## src/rtl/health_pkg.sv

```systemverilog
// Shared definitions for the fighter health path: health bus width, default
// timing constants, and the controller state encoding. Also used by the HUD
// health bar and the round controller.
package health_pkg;

  localparam int unsigned HEALTH_W          = 9;
  localparam int unsigned FULL_HEALTH_DEF   = 400;
  localparam int unsigned INVULN_CYCLES_DEF = 5000000;
  localparam int unsigned BLOCK_SHIFT_DEF   = 1;
  localparam int unsigned REGEN_PERIOD_DEF  = 25000000;

  typedef enum logic [1:0] {
    ST_ALIVE  = 2'd0,
    ST_INVULN = 2'd1,
    ST_KO     = 2'd2
  } health_state_e;

  // Counter width needed to hold max_val (at least 1 bit).
  function automatic int unsigned timer_width(input int unsigned max_val);
    return (max_val == 0) ? 1 : $clog2(max_val + 1);
  endfunction

endpackage

```

## src/rtl/cycle_timer.sv

```systemverilog
// Loadable down-counter with a zero flag.
// Ports:
//   clk, rst_n  clock and synchronous active-low reset (count -> 0)
//   clr_i       force count to 0 (highest priority)
//   load_i      load load_val_i
//   load_val_i  value to load
//   dec_i       decrement by one; holds at 0
//   zero_o      count is 0
module cycle_timer #(
  parameter int unsigned W = 8
) (
  input  logic         clk,
  input  logic         rst_n,
  input  logic         clr_i,
  input  logic         load_i,
  input  logic [W-1:0] load_val_i,
  input  logic         dec_i,
  output logic         zero_o
);

  logic [W-1:0] cnt_q, cnt_d;

  always_comb begin
    cnt_d = cnt_q;
    if (clr_i) begin
      cnt_d = '0;
    end else if (load_i) begin
      cnt_d = load_val_i;
    end else if (dec_i && (cnt_q != '0)) begin
      cnt_d = cnt_q - 1'b1;
    end
  end

  always_ff @(posedge clk) begin
    if (!rst_n) begin
      cnt_q <= '0;
    end else begin
      cnt_q <= cnt_d;
    end
  end

  assign zero_o = (cnt_q == '0);

endmodule

```

## src/rtl/player_health_ctrl.sv

```systemverilog
// One fighter's health controller: applies hits (with block reduction and
// saturating subtract), runs a post-hit invulnerability window, flags KO and
// restores full health on round start. All outputs are registered.
// Optional feature: define HEALTH_REGEN_EN to add slow health regeneration
// while ALIVE and below full health.
// Ports:
//   clk, rst_n   game-logic clock, synchronous active-low reset
//   round_start  pulse: restore full health, clear KO/invuln
//   hit_valid    pulse: hit event with hit_damage / blocking
//   curr_health  registered health, 0..FULL_HEALTH
//   hit_ack      pulse: hit applied
//   hit_drop     pulse: hit ignored (INVULN or KO)
//   invuln, ko   state flags
//
// state     | meaning
// ----------+-------------------------------------------------
// ST_ALIVE  | accepting hits (regen may run)
// ST_INVULN | post-hit window, hits dropped, timer counting down
// ST_KO     | health reached 0; only round_start/reset leave
module player_health_ctrl
  import health_pkg::*;
#(
  parameter int unsigned FULL_HEALTH   = FULL_HEALTH_DEF,
  parameter int unsigned INVULN_CYCLES = INVULN_CYCLES_DEF,
  parameter int unsigned BLOCK_SHIFT   = BLOCK_SHIFT_DEF,
  parameter int unsigned REGEN_PERIOD  = REGEN_PERIOD_DEF
) (
  input  logic                clk,
  input  logic                rst_n,
  input  logic                round_start,
  input  logic                hit_valid,
  input  logic [HEALTH_W-1:0] hit_damage,
  input  logic                blocking,
  output logic [HEALTH_W-1:0] curr_health,
  output logic                hit_ack,
  output logic                hit_drop,
  output logic                invuln,
  output logic                ko
);

  localparam logic [HEALTH_W-1:0] FULL_H = HEALTH_W'(FULL_HEALTH);

  // Loading INVULN_CYCLES-1 makes invuln high for exactly INVULN_CYCLES cycles.
  localparam int unsigned INV_LOAD = (INVULN_CYCLES > 0) ? INVULN_CYCLES - 1 : 0;
  localparam int unsigned INV_W    = timer_width(INV_LOAD);
  localparam logic [INV_W-1:0] INV_LOAD_V = INV_LOAD[INV_W-1:0];

  health_state_e       state_q, state_d;
  logic [HEALTH_W-1:0] health_q, health_d;
  logic                ack_q, ack_d;
  logic                drop_q, drop_d;
  logic                invuln_q, invuln_d;
  logic                ko_q, ko_d;

  logic                inv_load, inv_dec, inv_zero;
  logic                regen_tick;

  // Damage path is one bit wider so eff >= health compares without wrap.
  logic [HEALTH_W:0]   dmg_ext, eff;
  logic [HEALTH_W-1:0] hit_health;

  assign dmg_ext    = {1'b0, hit_damage};
  assign eff        = blocking ? (dmg_ext >> BLOCK_SHIFT) : dmg_ext;
  assign hit_health = (eff >= {1'b0, health_q}) ? '0 : health_q - eff[HEALTH_W-1:0];

  cycle_timer #(.W(INV_W)) u_invuln_timer (
    .clk        (clk),
    .rst_n      (rst_n),
    .clr_i      (round_start),
    .load_i     (inv_load),
    .load_val_i (INV_LOAD_V),
    .dec_i      (inv_dec),
    .zero_o     (inv_zero)
  );

`ifdef HEALTH_REGEN_EN
  localparam int unsigned REGEN_LOAD = (REGEN_PERIOD > 0) ? REGEN_PERIOD - 1 : 0;
  localparam int unsigned REGEN_W    = timer_width(REGEN_LOAD);
  localparam logic [REGEN_W-1:0] REGEN_LOAD_V = REGEN_LOAD[REGEN_W-1:0];

  logic regen_ok, regen_zero, regen_reload;

  assign regen_ok   = (state_q == ST_ALIVE) && (health_q != '0) && (health_q < FULL_H);
  assign regen_tick = regen_ok && regen_zero;
  // Counter sits preloaded whenever regen is not eligible, so a full period
  // always elapses after a hit, INVULN/KO exit or round start.
  assign regen_reload = !regen_ok || regen_tick || round_start || hit_valid;

  cycle_timer #(.W(REGEN_W)) u_regen_timer (
    .clk        (clk),
    .rst_n      (rst_n),
    .clr_i      (1'b0),
    .load_i     (regen_reload),
    .load_val_i (REGEN_LOAD_V),
    .dec_i      (regen_ok),
    .zero_o     (regen_zero)
  );
`else
  assign regen_tick = 1'b0;
`endif

  always_comb begin
    state_d  = state_q;
    health_d = health_q;
    ack_d    = 1'b0;
    drop_d   = 1'b0;
    inv_load = 1'b0;
    inv_dec  = 1'b0;
    if (round_start) begin
      state_d  = ST_ALIVE;
      health_d = FULL_H;
    end else begin
      unique case (state_q)
        ST_ALIVE: begin
          if (hit_valid) begin
            health_d = hit_health;
            ack_d    = 1'b1;
            if (hit_health == '0) begin
              state_d = ST_KO;
            end else if (INVULN_CYCLES > 0) begin
              state_d  = ST_INVULN;
              inv_load = 1'b1;
            end
          end else if (regen_tick && (health_q < FULL_H)) begin
            health_d = health_q + 1'b1;
          end
        end
        ST_INVULN: begin
          drop_d = hit_valid;
          if (inv_zero) begin
            state_d = ST_ALIVE;
          end else begin
            inv_dec = 1'b1;
          end
        end
        ST_KO: begin
          drop_d = hit_valid;
        end
        default: begin
          state_d = ST_ALIVE;
        end
      endcase
    end
    invuln_d = (state_d == ST_INVULN);
    ko_d     = (state_d == ST_KO);
  end

  always_ff @(posedge clk) begin
    if (!rst_n) begin
      state_q  <= ST_ALIVE;
      health_q <= FULL_H;
      ack_q    <= 1'b0;
      drop_q   <= 1'b0;
      invuln_q <= 1'b0;
      ko_q     <= 1'b0;
    end else begin
      state_q  <= state_d;
      health_q <= health_d;
      ack_q    <= ack_d;
      drop_q   <= drop_d;
      invuln_q <= invuln_d;
      ko_q     <= ko_d;
    end
  end

  assign curr_health = health_q;
  assign hit_ack     = ack_q;
  assign hit_drop    = drop_q;
  assign invuln      = invuln_q;
  assign ko          = ko_q;

endmodule

```

## config.mk

```make
export PLATFORM = sky130hd
export DESIGN_NAME = player_health_ctrl
export DESIGN_NICKNAME = d
export VERILOG_FILES = /design/src/rtl/health_pkg.sv /design/src/rtl/cycle_timer.sv /design/src/rtl/player_health_ctrl.sv
export SDC_FILE = /design/constraint.sdc
export NUM_CORES = 1
export LEC_CHECK = 0
export CAP_MARGIN = 0
export CORE_MARGIN = 5
export CORE_UTILIZATION = 50
export DETAILED_ROUTE_END_ITERATION = 8
export HOLD_SLACK_MARGIN = 0.08
export PLACE_DENSITY_LB_ADDON = 0.12
export REMOVE_ABC_BUFFERS = 1
export SLEW_MARGIN = 30
export SYNTH_ARGS = -nofsm -noshare
export SYNTH_HDL_FRONTEND = slang
export SYNTH_SLANG_ARGS = --single-unit
```

## constraint.sdc

```tcl
create_clock -name clk -period 7.7 [get_ports clk]
set_clock_uncertainty 0.05 [all_clocks]
set_input_delay 1.54 -clock clk [delete_from_list [all_inputs] [get_ports clk]]
set_output_delay 1.54 -clock clk [all_outputs]
set_load 0.005 [all_outputs]
```

# Yosys cells after proc, flatten, opt, wreduce, memory -nomap -nowiden
# Index checks and enable logic that the tools add are counted.
[op_classes]
n_addsub = 2
order_cmp = 1
eq_ne = 4
mux = 17
bitwise = 3
n_reduce_logical = 12
[ops]
columns = ["operator", "n"]
rows = [
  ["2-to-1 mux 23 bit", 2],
  ["zero test 23 bit", 1],
  ["nonzero test 23 bit", 1],
  ["subtractor 23 x 1 -> 23 bit (second input constant)", 1],
  ["2-to-1 mux 9 bit", 2],
  ["greater-or-equal comparator 9 bit", 1],
  ["zero test 9 bit", 1],
  ["OR reduction 3 bit", 3],
  ["subtractor 9 bit", 1],
  ["2-to-1 mux 1 bit", 8],
  ["2-to-1 mux 2 bit", 4],
  ["one-hot mux 2 bit (3 select lines)", 1],
  ["equality test 2 x 1 -> 1 bit (second input constant)", 2],
  ["equality test 2 bit (second input constant)", 2],
  ["OR reduction 2 bit", 2],
  ["inverter 1 bit", 3],
  ["zero test 2 bit", 1],
  ["AND reduction 2 bit", 1],
  ["nonzero test 2 bit", 1],
  ["logical AND 1 bit", 1],
]
[word_totals]
ff_bits = 38
inputBits = 14
out_inout_bits = 13
wordCells = 47

# Logic depth before layout (Yosys ltp)
# Gate-level depths: netlist of the first run.
[logic_depth]
word_depth = 9
ltp_mapped = 12
ltp_nobuf = 9

# By module
# Synthesis of the first run repeated with hierarchy kept, for this count alone.
[unflattened]
hier_cells = 303
area_unflattened_um2 = 2492.4
[by_module_without_submodules]
columns = ["module", "n_inst", "cells_each", "area_per_inst_um2", "seq_area_each_um2"]
rows = [
  ["cycle_timer", 1, 154, 1255.0, 460.4],
  ["player_health_ctrl", 1, 149, 1237.4, 300.3],
]

# Worst setup path before layout of the first run
# Ideal clock, no wire load.
[synth_timing]
kind = "input-to-reg"
from = "in blocking"
to = "reg state_q[0]"
setup_ns = 0.117
t_arrival_ns = 4.423
required_time_ns = 7.533
path_slack_ns = 3.110
stages = 12
path_buffers = 3
cell_sequence = "clkbuf_1 -> mux2_2 -> ha_1 -> fa_1 -> nand2b_1 -> a211oi_1 -> o31a_2 -> o2111ai_1 -> or3_1 -> buf_6 -> buf_12 -> a22o_2"
[synth_via]
elab_chain_cells = 8
elab_cells_between_ends = 9
cone_classes = "add/sub (1); order compare (1); mux (6); reduce/logical (1)"
[synth_rtl]
columns = ["element", "line_no", "source"]
rows = [
  ["from (decl)", "player_health_ctrl.sv:33", "input logic blocking,"],
  ["2-to-1 mux 9 bit (*)", "player_health_ctrl.sv:63", "assign eff = blocking ? (dmg_ext >> BLOCK_SHIFT) : dmg_ext;"],
  ["subtractor 9 bit or greater-or-equal comparator 9 bit (tied branches)", "player_health_ctrl.sv:64", "assign hit_health = (eff >= {1'b0, health_q}) ? '0 : health_q - eff[HEALTH_W-1:0];"],
  ["2-to-1 mux 9 bit (*)", "player_health_ctrl.sv:64", ""],
  ["zero test 9 bit (*)", "player_health_ctrl.sv:118", "if (hit_health == '0) begin"],
  ["2-to-1 mux 2 bit (*)", "player_health_ctrl.sv:118", ""],
  ["2-to-1 mux 2 bit (*)", "player_health_ctrl.sv:115", "if (hit_valid) begin"],
  ["one-hot mux 2 bit (3 select lines) (*)", "player_health_ctrl.sv:113", "unique case (state_q)"],
  ["2-to-1 mux 2 bit (*)", "player_health_ctrl.sv:109", "if (round_start) begin"],
  ["to (signal assigned)", "player_health_ctrl.sv:157", "state_q <= state_d;"],
  ["to (decl)", "player_health_ctrl.sv:48", "health_state_e state_q, state_d;"],
]
# Mark *: on every way between the ends. The rest lies on a longest branch, timed or not.
# A chain may end at the register's enable or synchronous reset.

# Final worst setup path of the first run
[layout_timing]
from = "in blocking"
to = "reg invuln_q (netlist: invuln)"
[layout_via]
elab_chain_cells = 9
elab_cells_between_ends = 10
cone_classes = "add/sub (1); order compare (1); eq/ne (1); mux (6); reduce/logical (1)"
[layout_rtl]
columns = ["element", "line_no", "source"]
rows = [
  ["2-to-1 mux 9 bit (*)", "player_health_ctrl.sv:63", ""],
  ["subtractor 9 bit or greater-or-equal comparator 9 bit (tied branches)", "player_health_ctrl.sv:64", ""],
  ["2-to-1 mux 9 bit (*)", "player_health_ctrl.sv:64", ""],
  ["zero test 9 bit (*)", "player_health_ctrl.sv:118", ""],
  ["2-to-1 mux 2 bit (*)", "player_health_ctrl.sv:118", ""],
  ["2-to-1 mux 2 bit (*)", "player_health_ctrl.sv:115", ""],
  ["one-hot mux 2 bit (3 select lines) (*)", "player_health_ctrl.sv:113", ""],
  ["2-to-1 mux 2 bit (*)", "player_health_ctrl.sv:109", ""],
  ["equality test 2 x 1 -> 1 bit (*)", "player_health_ctrl.sv:144", "invuln_d = (state_d == ST_INVULN);"],
  ["to (signal assigned)", "player_health_ctrl.sv:161", "invuln_q <= invuln_d;"],
  ["to (decl)", "player_health_ctrl.sv:52", "logic invuln_q, invuln_d;"],
]
# Marks and branches as above.

==> qor.yml, run 1 <==
outcome:
  status: "finished clean"
global_route:
  grt_overflow: 0
  grt_max_degree: 37
  grt_pass1_wl_mm: 9.92
  antenna_found_initial: 0
  grt_pass1_vias: 2119
  grt_usage: 0.194
clocking:
  cts_tree: "yes"
  cts_made_buffers: 5
  clockBufferDepth: 2
  cts-htree-levels: 2
  cts_setup_buffers: 0
  root_buffer: "clkbuf_8"
  cts_hold_buf: 0
  clk_latency_ps: 300
  path_clk_slew_ps: 80
  cts-resized-gates: 0
  clkSinkCount: 38
logic_synthesis:
  yosysTopAreaCellShare: 0.304
  synth_area_um2: 2500
  synth.avg_cell_area_um2: 8.68
  synth_warnings: 0
  synthXorXnorAreaFrac: 0.0701
  yosysMostFrequentCell: "dfxtp_1"
  ys_seq_elements: 38
  seq_area_frac_synth: 0.304
  synth_top_family_by_area: "compound AO/OA/AOI/OAI gates"
  synth_compound_area_frac: 0.234
  synth-main-ff-cell: "dfxtp_1"
  netlist_instances: 288
  async_reset_ff_frac: 0
  synth_cell_types: 57
  synthTopCellsByArea: "dfxtp_1 30%, ha_1 7.0%, o21ai_0 4.0%"
  synthMuxAreaShare: 0.0370
  synth_common_cells: "38 x dfxtp_1, 20 x o21ai_0, 18 x nand2_1, 17 x a21oi_1, 16 x nor2_1"
  synth_fa_ha_area_frac: 0.0781
  synthSimpleGateAreaFrac: 0.217
  synth_edf_count: 0
  synth_top_area_cell: "dfxtp_1"
flow_run:
  cap_violations: 0
setup_path:
  end_kind: "flop"
  cp.required_ps: 7850
  cp.arrival_ps: 5180
  critical_path_class: "primary input to flop"
  cp-start-kind: "primary input"
  cp_max_fo: 15
placed_design:
  port_buffers: 26
  dp_hpwl_mm: 3.91
  preCtsSetupSlack_ps: 2390
  gp_congestion: 0.859
  place_area_um2: 2760
routing:
  vias_per_cell: 5.61
  drc: 0
  ant_nets: 0
  drt_pass1_iterations: 4
  routed_wl_mm: 5.40
  wl_per_cell_um: 14.3
  via_count: 2114
  drt_iter0_drc: 130
final_layout:
  area_growth_pct: 14.1
  utilization: 0.596
  design_area_um2: 2850
  multi_input_area_um2: 1600
  diodes: 0
  layout.nets: 338
  register_area_um2: 761
  fillCellCount: 440
  drive_gt1_frac: 0.110
min_path:
  min_path_type: "flop to flop"
sta:
  period_share: 0.654
  timing.slew.headroom: 0.474
  setup_ws_ps: 2660
  worst_pin_slew_ps: 784
  period_minus_slack_ps: 5040
  setup_tns_ps: 0
  rsz0062_at_grt: "false"
  finalSetupViolCount: 0
  fmax_mhz: 198
  hold_violations: 0
  drv_slew: 0
die:
  rows: 25
  die_y_um: 80.7
  ioPinCount: 27
  initial_core_util: 0.522
  core_um2: 4790
  dieWidth_um: 80.7
  dieArea_um2: 6510
power:
  p_total_uw: 490
  vdd_drop_max_v: 0.000108
  pwr_density_cell_nw_per_um2: 172
  leakagePower_uw: 0.00105
report_power, final:
group	internal, uW	switching (uW)	total (uW)	leakage [uW]
clock	72.0	74.3	146	0.0000472
sequential	206	7.97	214	0.000309
combinational	57.8	72.2	130	0.000694
worst max-delay path, cell delays in order:
cell and delay [ps]:
clkdlybuf4s50_1 740, mux2_2 400, ha_1 210, fa_1 400, nand2b_1 200, a211oi_1 300, o31a_2 190, o2111ai_1 160
or3_1 680, o221a_2 350
stage by stage:
stage          hold slack (ps)  instances
2_1_floorplan              403        274
3_3_place_gp               407        369
3_5_place_dp               418        369
4_1_cts                    430        377
5_1_grt                    440        377
6_report                   430        377
flip-flops by register name, indices dropped and copies added, names as in the netlist:
signal,flops
invuln,1
state_q,2
hit_ack,1
ko,1
u_invuln_timer.cnt_q,23
curr_health,9
hit_drop,1
cell type report:
| type | count | area share |
|---|---|---|
| Multi-Input combinational cell | 225 | 0.559 |
| Clock inverter | 2 | 0.00439 |
| Sequential cell | 38 | 0.267 |
| Clock buffer | 6 | 0.0290 |
| Tap cell | 67 | 0.0294 |
| Timing Repair Buffer | 28 | 0.0965 |
| Inverter | 11 | 0.0145 |
kinds of logic after synthesis:
logic type,after synthesis
AND/OR/NAND/NOR,97
AO/OA/AOI/OAI,84
flip-flops,38
buffers and inverters,25
XOR/XNOR,20
adder cells (fa/ha/maj),15
multiplexers,9
layout by cell type (no fill, tap or decap), types with 3 or more instances in the layout:
master            n
nand3b_1          3
a211oi_1          8
o21ai_0          20
a211oi_2          7
nor2_1           16
o31ai_1           4
or2_2             3
inv_1            11
o21a_1            3
xor2_1            9
nand2b_1          3
or3_1            12
dfxtp_1          38
nand3_1           4
a21oi_1          16
xnor2_1          11
a21o_1            3
or4_1             3
a21boi_0          3
nand4_1           3
nor2b_1           5
ha_1             14
clkbuf_8          6
clkdlybuf4s50_1  26
mux2i_1           7
nor3_1            7
o2111ai_1         3
o21ai_1           3
nor4_1            8
nand2_1          18
final timing paths:
| path | startpoint | to | slack (ps) | depth (start not counted) |
|---|---|---|---|---|
| max | blocking | invuln | 2660 | 10 |
| min | curr_health[0] | curr_health[0] | 430 | 2 |
| max reg2reg | curr_health[0] | invuln | 4630 | 9 |
| min reg2reg | curr_health[0] | curr_health[0] | 430 | 2 |
per-layer routing:
layer | wire length (um) | part of all wire | vias to the layer above | global-route usage
li1 | - | - | 1100 | -
met1 | 2790 | 0.52 | 960 | 0.281
met2 | 2240 | 0.41 | 41 | 0.277
met3 | 239 | 0.044 | 13 | 0.0381
met4 | 129 | 0.024 | 0 | 0.0861
met5 | 0 | 0 | - | 0
Note: power is estimated with default switching activity, not from simulation.
==> run 2, diff against run 1 <==
Clock period 7.7 ns to 4.2 ns, I/O delays scaled along.
==> qor.yml, run 2 (synthesis gave the netlist of run 1 again) <==
clocking:
  cts_made_buffers: 5
  path_clk_slew_ps: 70
  cts-resized-gates: 0
  clockBufferDepth: 2
  root_buffer: "clkbuf_8"
  cts-htree-levels: 2
  clkSinkCount: 38
  clk_latency_ps: 280
  cts_setup_buffers: 0
  cts_tree: "yes"
  cts_hold_buf: 0
setup_path:
  critical_path_class: "primary input to flop"
  cp_max_fo: 11
  cp-start-kind: "primary input"
  cp.required_ps: 4350
  end_kind: "flop"
  cp.arrival_ps: 4050
placed_design:
  gp_congestion: 0.877
  dp_hpwl_mm: 4.18
  preCtsSetupSlack_ps: 34.9
  place_area_um2: 2800
  port_buffers: 26
global_route:
  grt_usage: 0.185
  grt_pass1_vias: 2050
  grt_max_degree: 28
  grt_pass1_wl_mm: 9.58
  grt_overflow: 0
  antenna_found_initial: 0
die:
  dieArea_um2: 6510
  die_y_um: 80.7
  core_um2: 4790
  rows: 25
  initial_core_util: 0.522
  dieWidth_um: 80.7
  ioPinCount: 27
power:
  clockPowerShare: 0.287
  switchingPower_uw: 272
  leakagePower_uw: 0.00108
  swShare: 0.305
  p_comb_frac: 0.274
  pwr_density_cell_nw_per_um2: 309
  p_seq_frac: 0.439
  p_int_uw: 621
  vdd_drop_max_v: 0.000159
routing:
  vias_per_cell: 5.60
  wl_per_cell_um: 14.4
  ant_nets: 0
  drt_iter0_drc: 130
  via_count: 2139
  drc: 0
  drt_pass1_iterations: 4
  routed_wl_mm: 5.50
sta:
  setup_ws_ps: 299
  fmax_mhz: 256
  hold_violations: 0
  drv_slew: 0
  worst_pin_slew_ps: 571
  finalSetupViolCount: 0
  timing.slew.headroom: 0.616
  rsz0062_at_grt: "false"
  period_minus_slack_ps: 3900
  setup_tns_ps: 0
  period_share: 0.929
flow_run:
  cap_violations: 0
final_layout:
  drive_gt1_frac: 0.117
  layout.nets: 343
  largest_reg_flops: 23
  multi_input_area_um2: 1590
  final_cell_mix: "38 x dfxtp_1, 26 x clkdlybuf4s50_1, 20 x o21ai_0"
  fillCellCount: 443
  register_area_um2: 761
  diodes: 0
  final_common_cell: "dfxtp_1"
  top_register: "u_invuln_timer.cnt_q"
  area_growth_pct: 15.8
  design_area_um2: 2890
outcome:
  status: "finished clean"
min_path:
  min_path_type: "flop to flop"
[run 2: changes by cell type in the layout (fill, tap and decap cells not counted), sizes merged]
| cell | change |
|---|---|
| buf | +5 |
| clkinvlp | -1 |
| clkbuf | +1 |
[run 2: routing by layer]
layer  track usage  part of all wire  up-vias
li1              -                 -     1109
met1         0.262              0.51      995
met2         0.288              0.45       33
met3        0.0415             0.041        2
met4        0.0355            0.0044        0
met5             0                 0        -
[run 2: power by group through the flow]
stage               combinational, uW  clock (uW)  sequential [uW]
floorplan                         165           0              397
global placement                  242           0              400
detailed placement                242           0              400
CTS                               244         265              392
global route                      273         286              394
finish                            245         257              392
[run 2: worst max-delay path, stage by stage]
cell and delay [ps]:
clkdlybuf4s50_1 480, mux2_2 340, ha_1 210, fa_1 400, nand2b_1 200, a21o_1 200
a311oi_1 370, o21ai_2 130, or3_1 460, buf_12 200, a211oi_1 210
[run 2: path summary, 6_finish.rpt]
check	to	depth (start not counted)	slack, ps	startpoint
worst max-delay path	u_invuln_timer.cnt_q[7]	11	300	blocking
worst min-delay path	curr_health[0]	2	430	curr_health[0]
worst max register to register	u_invuln_timer.cnt_q[7]	10	1260	curr_health[0]
worst min register to register	curr_health[0]	2	430	curr_health[0]
[run 2: area by class of cell]
cell class / count / area share
multi-input cells: 225 / 0.550
repair buffers: 33 / 0.112
clock inverters: 1 / 0.00173
flip-flops and latches: 38 / 0.263
clock buffers: 7 / 0.0298
well taps: 67 / 0.0290
inverters: 11 / 0.0143
[run 2: metrics by stage]
stage               hold slack (ps)  std cells  total power (uW)   util
floorplan                       403        274               562      -
global placement                410        374               642  0.586
detailed placement              414        374               642  0.586
CTS                             424        382               900  0.605
global route                    469        382               953  0.605
finish                          426        382               893  0.605
==> run 3, diff against run 2 <==
Settings changed: CORE_ASPECT_RATIO from default to 1.4, CTS_CLUSTER_SIZE from default to 10.
==> qor.yml, run 3 (synthesis gave the netlist of run 1 again) <==
global_route:
  antenna_found_initial: 0
  grt_pass1_wl_mm: 9.64
  grt_pass1_vias: 2131
  grt_overflow: 0
  grt_max_degree: 37
  grt_usage: 0.180
clocking:
  clockBufferDepth: 2
  cts-htree-levels: 2
  cts_tree: "yes"
  path_clk_slew_ps: 70
  clk_latency_ps: 280
  root_buffer: "clkbuf_8"
  cts_made_buffers: 5
  cts_hold_buf: 0
  clkSinkCount: 38
  cts-resized-gates: 0
  cts_setup_buffers: 0
routing:
  drt_iter0_drc: 79
  drt_pass1_iterations: 4
  routed_wl_mm: 5.63
  drc: 0
  wl_per_cell_um: 14.9
  ant_nets: 0
  via_count: 2184
  vias_per_cell: 5.79
sta:
  hold_violations: 0
  finalSetupViolCount: 0
  setup_tns_ps: 0
  period_share: 0.925
  fmax_mhz: 257
  period_minus_slack_ps: 3890
  drv_slew: 0
  rsz0062_at_grt: "false"
  timing.slew.headroom: 0.634
  worst_pin_slew_ps: 548
  whs_ps: 423
placed_design:
  place_area_um2: 2790
  gp_congestion: 0.834
  port_buffers: 26
  dp_hpwl_mm: 4.25
setup_path:
  end_kind: "flop"
  cp_max_fo: 15
  critical_path_class: "primary input to flop"
  cp.required_ps: 4330
  cp-start-kind: "primary input"
  r2r_slack_ps: 1340
  cp.arrival_ps: 4010
power:
  pwr_density_cell_nw_per_um2: 308
  vdd_drop_max_v: 0.000198
  p_total_uw: 883
  leakagePower_uw: 0.00107
die:
  initial_core_util: 0.516
  core_um2: 4840
  dieWidth_um: 69.8
  die_y_um: 93.7
  rows: 30
  dieArea_um2: 6530
  ioPinCount: 27
flow_run:
  cap_violations: 0
final_layout:
  design_area_um2: 2870
  top_register: "u_invuln_timer.cnt_q"
  register_area_um2: 761
  largest_reg_flops: 23
  diodes: 0
  fillCellCount: 443
  multi_input_area_um2: 1590
  final_cell_mix: "38 x dfxtp_1, 26 x clkdlybuf4s50_1, 20 x o21ai_0"
  final_common_cell: "dfxtp_1"
  utilization: 0.593
  drive_gt1_frac: 0.115
  area_growth_pct: 14.8
  layout.nets: 343
outcome:
  status: "finished clean"
min_path:
  min_path_type: "flop to flop"
run 3: cell types whose count changed in the layout (fill, tap and decap cells not counted):
cell / previous run / this run
buf_12: 1 / 0
clkinv_2: 1 / 0
buf_4: 6 / 7
clkbuf_1: 1 / 0
run 3: worst max-delay path: stages:
cell and delay (ps):
clkdlybuf4s50_1 530, mux2_2 360, ha_1 210, fa_1 400
nand2b_1 200, a21o_1 200, a311oi_1 400, o21ai_2 110
or3_1 320, buf_4 210, o221a_2 250
run 3: area by class of cell:
type | instances | share of cell area
Multi-Input combinational cell | 225 | 0.555
Sequential cell | 38 | 0.265
Timing Repair Buffer | 33 | 0.109
Clock buffer | 6 | 0.0288
Tap cell | 64 | 0.0279
Inverter | 11 | 0.0144
run 3: report_power, final:
group,switching (uW),internal [uW]
clock network,119,127
logic,135,111
registers,14.7,377
run 3: through the flow:
step                setup slack, ps  cells
floorplan                       678    274
global placement                104    371
detailed placement             37.2    371
CTS                             329    377
global route                    166    377
finish                          313    377
run 3: path summary, 6_finish.rpt:
path                  startpoint              to  depth (start not counted)
setup reg to reg  curr_health[0]          invuln                         10
setup / recovery        blocking          invuln                         11
hold reg to reg   curr_health[0]  curr_health[0]                          2
hold / removal    curr_health[0]  curr_health[0]                          2
run 3: layer usage:
metal / wire (um) / track usage
met5: 0 / 0
met3: 162 / 0.0321
met1: 2300 / 0.194
met4: 95 / 0.0591
met2: 3070 / 0.348
